`config.mk`:
```
export PLATFORM = sky130hd
export DESIGN_NAME = mcu_frame_parser
export DESIGN_NICKNAME = d
export VERILOG_FILES = /design/src/rtl/mcu_frame_parser_pkg.sv /design/src/rtl/mcu_frame_parser_rx_byte_edge.sv /design/src/rtl/mcu_frame_parser.sv
export SDC_FILE = /design/constraint.sdc
export NUM_CORES = 1
export LEC_CHECK = 0
export CAP_MARGIN = 20
export CORE_UTILIZATION = 60
export DETAILED_ROUTE_END_ITERATION = 7
export GPL_TIMING_DRIVEN = 0
export PLACE_DENSITY = 0.87
export SKIP_LAST_GASP = 1
export SYNTH_ARGS = -nofsm -noshare
export SYNTH_HDL_FRONTEND = slang
export SYNTH_HIERARCHICAL = 1
export SYNTH_SLANG_ARGS = --single-unit
```
`constraint.sdc`:
```
create_clock -name clk -period 3.6 [get_ports clk]
set_input_delay 0.72 -clock clk [delete_from_list [all_inputs] [get_ports clk]]
set_output_delay 0.72 -clock clk [all_outputs]
set_load 0.02 [all_outputs]
```
`src/rtl/mcu_frame_parser_pkg.sv`:
```
// Shared MCU link protocol header: frame codes, ctrl codes, error codes
// and the receive-parser state encoding.
package mcu_frame_parser_pkg;

    localparam logic [7:0] START_CODE = 8'h68;
    localparam logic [7:0] END_CODE   = 8'h16;
    localparam logic [7:0] ACK_OK     = 8'hFF;

    // Ctrl codes understood by the command consumers
    localparam logic [7:0] CTRL_SET_PARA  = 8'h21;
    localparam logic [7:0] CTRL_QUERY     = 8'h22;
    localparam logic [7:0] CTRL_QUERY_ST  = 8'h23;
    localparam logic [7:0] CTRL_RESET_CNT = 8'h24;

    typedef enum logic [2:0] {
        ERR_NONE = 3'd0,
        ERR_LEN  = 3'd1,
        ERR_CRC  = 3'd2,
        ERR_END  = 3'd3,
        ERR_OVR  = 3'd4,
        ERR_TMO  = 3'd5
    } err_code_e;

    typedef enum logic [2:0] {
        ST_HUNT    = 3'd0,
        ST_CTRL    = 3'd1,
        ST_LEN_LO  = 3'd2,
        ST_LEN_HI  = 3'd3,
        ST_PAYLOAD = 3'd4,
        ST_CRC     = 3'd5,
        ST_END     = 3'd6,
        ST_HOLD    = 3'd7
    } rx_state_e;

    // 8-bit wrap-around running checksum update
    function automatic logic [7:0] sum_add(input logic [7:0] acc, input logic [7:0] b);
        return acc + b;
    endfunction

endpackage

```
`src/rtl/mcu_frame_parser_rx_byte_edge.sv`:
```
// rx_byte_edge: two-flop synchronizer plus rising-edge detect.
// Both flops reset high so a level already high at reset is not an edge.
module rx_byte_edge (
    input  logic clk,
    input  logic rst,
    input  logic i_level,
    output logic o_rise
);

    logic r_sync1;
    logic r_sync2;

    // Synchronize the asynchronous level into the clk domain
    always_ff @(posedge clk) begin
        if (rst) begin
            r_sync1 <= 1'b1;
            r_sync2 <= 1'b1;
        end else begin
            r_sync1 <= i_level;
            r_sync2 <= r_sync1;
        end
    end

    assign o_rise = r_sync1 & ~r_sync2;

endmodule

```
`src/rtl/mcu_frame_parser.sv`:
```
// mcu_frame_parser: receive-side UART command frame parser.
// Frame: START ctrl len_lo len_hi payload[len_lo] crc END,
// crc = ~(ctrl + len_lo + len_hi + payload), 8-bit wrap.
// Optional build macro FRAME_TIMEOUT_EN adds an inter-byte idle timeout.
module mcu_frame_parser
    import mcu_frame_parser_pkg::*;
#(
    parameter int          MAX_PAYLOAD    = 4,
    parameter logic [19:0] TIMEOUT_CYCLES = 20'd500000
) (
    input  logic        clk,
    input  logic        rst,
    input  logic [7:0]  rx_data,
    input  logic        rx_ok,
    output logic        cmd_valid,
    input  logic        cmd_ready,
    output logic [7:0]  cmd_ctrl,
    output logic [3:0]  cmd_len,
    output logic [31:0] cmd_para,
    output logic        frame_err,
    output logic [2:0]  err_code,
    output logic        busy
);

    rx_state_e   r_state;
    rx_state_e   w_next;

    logic        w_stb;
    logic        w_tmo;
    logic        w_accept;
    logic        w_err;
    err_code_e   w_err_code;
    logic        w_load;

    logic [7:0]  r_ctrl;
    logic [7:0]  r_len;
    logic [7:0]  r_sum;
    logic [31:0] r_para;
    logic [3:0]  r_idx;

    logic        r_cmd_valid;
    logic [7:0]  r_cmd_ctrl;
    logic [3:0]  r_cmd_len;
    logic [31:0] r_cmd_para;
    logic        r_frame_err;
    err_code_e   r_err_code;

    rx_byte_edge u_rx_edge (
        .clk     (clk),
        .rst     (rst),
        .i_level (rx_ok),
        .o_rise  (w_stb)
    );

    assign w_accept = r_cmd_valid & cmd_ready;

`ifdef FRAME_TIMEOUT_EN
    logic [19:0] r_tmo_cnt;
    logic        w_tmo_run;

    // Idle timer only runs while a frame is in flight
    assign w_tmo_run = (r_state != ST_HUNT) && (r_state != ST_HOLD);
    assign w_tmo     = w_tmo_run && !w_stb && (r_tmo_cnt == TIMEOUT_CYCLES - 20'd1);

    // Count idle cycles between bytes; any byte restarts the count
    always_ff @(posedge clk) begin
        if (rst || w_stb || !w_tmo_run || w_tmo)
            r_tmo_cnt <= 20'd0;
        else
            r_tmo_cnt <= r_tmo_cnt + 20'd1;
    end
`else
    assign w_tmo = 1'b0;
`endif

    // FSM state register
    always_ff @(posedge clk) begin
        if (rst) r_state <= ST_HUNT;
        else     r_state <= w_next;
    end

    // FSM next state and per-cycle control strobes
    always_comb begin
        w_next     = r_state;
        w_err      = 1'b0;
        w_err_code = ERR_NONE;
        w_load     = 1'b0;
        case (r_state)
            ST_HUNT:    if (w_stb && rx_data == START_CODE) w_next = ST_CTRL;
            ST_CTRL:    if (w_stb) w_next = ST_LEN_LO;
            ST_LEN_LO:  if (w_stb) w_next = ST_LEN_HI;
            ST_LEN_HI: begin
                if (w_stb) begin
                    if (rx_data != 8'd0 || r_len > 8'(MAX_PAYLOAD)) begin
                        w_err      = 1'b1;
                        w_err_code = ERR_LEN;
                        w_next     = ST_HUNT;
                    end else if (r_len == 8'd0) begin
                        w_next = ST_CRC;
                    end else begin
                        w_next = ST_PAYLOAD;
                    end
                end
            end
            ST_PAYLOAD: if (w_stb && {4'd0, r_idx} == r_len - 8'd1) w_next = ST_CRC;
            ST_CRC: begin
                if (w_stb) begin
                    if (rx_data != ~r_sum) begin
                        w_err      = 1'b1;
                        w_err_code = ERR_CRC;
                        w_next     = ST_HUNT;
                    end else begin
                        w_next = ST_END;
                    end
                end
            end
            ST_END: begin
                if (w_stb) begin
                    if (rx_data != END_CODE) begin
                        w_err      = 1'b1;
                        w_err_code = ERR_END;
                        w_next     = ST_HUNT;
                    end else begin
                        w_load = 1'b1;
                        w_next = ST_HOLD;
                    end
                end
            end
            ST_HOLD: begin
                // Held frame is never disturbed; an incoming byte is just lost
                if (w_stb) begin
                    w_err      = 1'b1;
                    w_err_code = ERR_OVR;
                end
                if (w_accept) w_next = ST_HUNT;
            end
            default: w_next = ST_HUNT;
        endcase
        if (w_tmo) begin
            w_err      = 1'b1;
            w_err_code = ERR_TMO;
            w_next     = ST_HUNT;
        end
    end

    // Working frame registers: ctrl, length, running sum, payload
    always_ff @(posedge clk) begin
        if (rst) begin
            r_ctrl <= 8'd0;
            r_len  <= 8'd0;
            r_sum  <= 8'd0;
            r_para <= 32'd0;
            r_idx  <= 4'd0;
        end else if (w_stb) begin
            case (r_state)
                ST_HUNT: begin
                    // Clearing here lets short payloads zero-fill
                    if (rx_data == START_CODE) begin
                        r_para <= 32'd0;
                        r_idx  <= 4'd0;
                    end
                end
                ST_CTRL: begin
                    r_ctrl <= rx_data;
                    r_sum  <= rx_data;
                end
                ST_LEN_LO: begin
                    r_len <= rx_data;
                    r_sum <= sum_add(r_sum, rx_data);
                end
                ST_LEN_HI: r_sum <= sum_add(r_sum, rx_data);
                ST_PAYLOAD: begin
                    // Bytes beyond the 32-bit parameter still feed the checksum
                    if (r_idx < 4'd4) r_para[{r_idx[1:0], 3'b000} +: 8] <= rx_data;
                    r_idx <= r_idx + 4'd1;
                    r_sum <= sum_add(r_sum, rx_data);
                end
                default: ;
            endcase
        end
    end

    // Command output registers with valid/ready hold
    always_ff @(posedge clk) begin
        if (rst) begin
            r_cmd_valid <= 1'b0;
            r_cmd_ctrl  <= 8'd0;
            r_cmd_len   <= 4'd0;
            r_cmd_para  <= 32'd0;
        end else if (w_load) begin
            r_cmd_valid <= 1'b1;
            r_cmd_ctrl  <= r_ctrl;
            r_cmd_len   <= r_len[3:0];
            r_cmd_para  <= r_para;
        end else if (w_accept) begin
            r_cmd_valid <= 1'b0;
        end
    end

    // Error pulse and sticky error code
    always_ff @(posedge clk) begin
        if (rst) begin
            r_frame_err <= 1'b0;
            r_err_code  <= ERR_NONE;
        end else begin
            r_frame_err <= w_err;
            if (w_err) r_err_code <= w_err_code;
        end
    end

    assign cmd_valid = r_cmd_valid;
    assign cmd_ctrl  = r_cmd_ctrl;
    assign cmd_len   = r_cmd_len;
    assign cmd_para  = r_cmd_para;
    assign frame_err = r_frame_err;
    assign err_code  = r_err_code;
    assign busy      = (r_state != ST_HUNT);

endmodule

```
==> qor.txt <==
Outcome = completed
Power per cell area = 478.0 nW/um2
CP top delay family = buffers and inverters
First-pass GRT wire length = 22.49 mm
Endpoints failing hold = 0
Final wirelength = 13.82 mm
Worst Path Arrival = 3510 ps
Asr flop ratio synth = 0
Setup CP Type = primary input to register
Crit path buf inv count = 3
Starting Density = 0.6255
Leak Pwr = 2.224 nW
Place WS = 139.4 ps
H-tree levels = 4
GP Congestion = 0.8992
YS warnings = 6
Commonest non-fill, non-tap cell in the layout = nand2_1
Number of antenna repair diodes = 0
Vias in the first global route = 4755
Mapped Avg Cell Area = 8.008 um2
Area of the multi-input gates = 2606 um2
Final Max Slew Viols = 0
GR Overflow Total = 0
Die Ht = 94.78 um
Worst EP required = 4030 ps
Placed Cells = 811
Critical Path Start Type = primary input
Vias per cell = 5.826
Max frequency = 325.7 MHz
Post-Syn Area = 5165 um2
Top_reg_cell synth = dfxtp_1
Drt initial violations = 341
Area growth syn-to-layout = 26.33%
Clk Latency, worst-skew pair = 520 ps
Initial antenna violation count = 0
Clock Root Buffer = clkbuf_8
CTS sink cnt = 114
Largest net degree at the start of global routing = 17
CTS tree = yes
Slew @ Worst Pin = 933.2 ps
Register area share after synthesis = 0.4419
Skew final = 10.05 ps
Via Count = 4911
TritonRoute pass-1 iters = 5
Post-synth cell types = 55
Hold Path Class = register to register
Final net count = 750
Relative slew slack = 0.3745
Final ANT Viol Nets = 0
TritonCTS Buffers = 17
VDD IR max = 0.3768 mV
Register area = 2282 um2
Postcts setup bufs = 0
Fillers = 570
Core Region = 8258 um2
# port buffers = 61
Post-DP Area = 5907 um2
Slack of the critical path = 529.6 ps
Fin area = 6525 um2
Critical Path, Cell by Cell = clkdlybuf4s50_1 -> clkbuf_1 -> nor2b_1 -> nand4_1 -> nor3_2 -> buf_2 -> nand2_1 -> a21oi_1
Setup TNS = 0 ps
Final Core Density = 0.7902
I/O pin count = 62
Synthesized flop and latch total = 114
Cts hold-fix bufs = 0
DRC Markers = 0
Max stage delay on crit path = 610 ps
Commonest cells after routing, fill and taps aside = 145 x nand2_1, 114 x dfxtp_1, 99 x a21oi_1, 61 x clkdlybuf4s50_1, 42 x nand3_1
CTS-repair resized insts = 0
Die Width = 94.78 um
Post-synth EDFFs = 0
WL per Instance = 16.39 um
Critical Path Fanout Max = 10
Endpoints failing setup = 0
Rows = 33
Crit end category = register
Max stage delay cell, worst path = clkbuf_1
Detail Placement HPWL = 9.051 mm
Max clock buf depth = 2
RSZ-0062 raised after global routing = no
Fraction of layout cells with a size suffix above 1 = 0.08672
Clock-pin slew on the worst setup and hold paths = 60 ps
Fin crit share = 0.8529
Min cycle time layout = 3070 ps
Max cap viols = 0
Die ar. = 8983 um2
Final non-filler cell total = 843
Total track usage = 0.3299
Cells after Synth = 645
Post-Syn Nets = 670
## synthesized netlist by cell type (6+ instances only)
master / count / share of area
o21ai_0: 9 / 0.0087
inv_1: 13 / 0.0094
mux2i_1: 10 / 0.019
nor2b_1: 8 / 0.0097
nand3_1: 42 / 0.041
buf_2: 17 / 0.016
dfxtp_1: 114 / 0.44
nor2_1: 30 / 0.022
nor3_1: 8 / 0.0078
ha_1: 12 / 0.029
a21oi_1: 99 / 0.096
clkbuf_1: 27 / 0.020
xor2_1: 6 / 0.010
nand2b_1: 12 / 0.015
nand2_1: 145 / 0.11
## per-layer routing
metal,track usage,vias up,routed length (um)
li1,-,2391,-
met1,0.3844,2261,5594
met2,0.5773,209,6793
met3,0.06924,50,907
met4,0.1503,0,521
met5,0,-,0
## final timing paths
| check | start | end | slack [ps] | depth (start not counted) |
|---|---|---|---|---|
| setup / recovery | rx_data[4] | cmd_para[6] | 530 | 8 |
| setup reg to reg | r_idx[0] | r_para[31] | 1120 | 6 |
| hold / removal | u_rx_edge/r_sync1 | u_rx_edge/r_sync2 | 430 | 1 |
| hold reg to reg | u_rx_edge/r_sync1 | u_rx_edge/r_sync2 | 430 | 1 |
## kinds of logic after synthesis
kind of cell,share of synthesized area
AOI/OAI and AO/OA,0.1788
xor gates and xnor gates,0.01865
adders and majority gates,0.03295
buffers and inverters,0.05354
DFF,0.4419
muxes,0.01938
and+or+nand+nor,0.2548
## registers in the layout, summed over array words and instances (netlist names)
signal / flops
cmd_ctrl: 8
cmd_len: 4
cmd_para: 32
cmd_valid: 1
err_code: 3
frame_err: 1
r_ctrl: 8
r_idx: 4
r_len: 8
r_para: 32
r_state: 3
r_sum: 8
u_rx_edge/r_sync1: 1
u_rx_edge/r_sync2: 1
## cell type report
cell class / instances / share of cell area
Multi-Input combinational cell: 468 / 0.3994
Sequential cell: 114 / 0.3498
Timing Repair Buffer: 61 / 0.09358
Clock buffer: 18 / 0.06405
Buffer: 50 / 0.03490
Clock inverter: 14 / 0.03068
Tap cell: 105 / 0.02013
Inverter: 13 / 0.007478
## power breakdown
group / total [mW] / internal [mW] / switching, mW
combinational: 0.0934 / 0.0298 / 0.0637
sequential: 1.26 / 1.26 / 0.000287
clock: 1.76 / 1.13 / 0.628
## metrics by stage
step	power, mW	hold WS [ps]
floorplan	1.342	401.5
global placement	1.379	416.8
detailed placement	1.381	419.3
CTS	3.113	433.5
global route	3.186	469.5
finish	3.119	431.3
## worst register-to-register path: stages, from the launching register on
cell	delay, ps
dfxtp_1	360
clkbuf_1	340
inv_1	140
ha_1	400
nor4_2	750
nand3_1	230
a21oi_1	190
No activity file was read; power rests on OpenSTA's default activity.
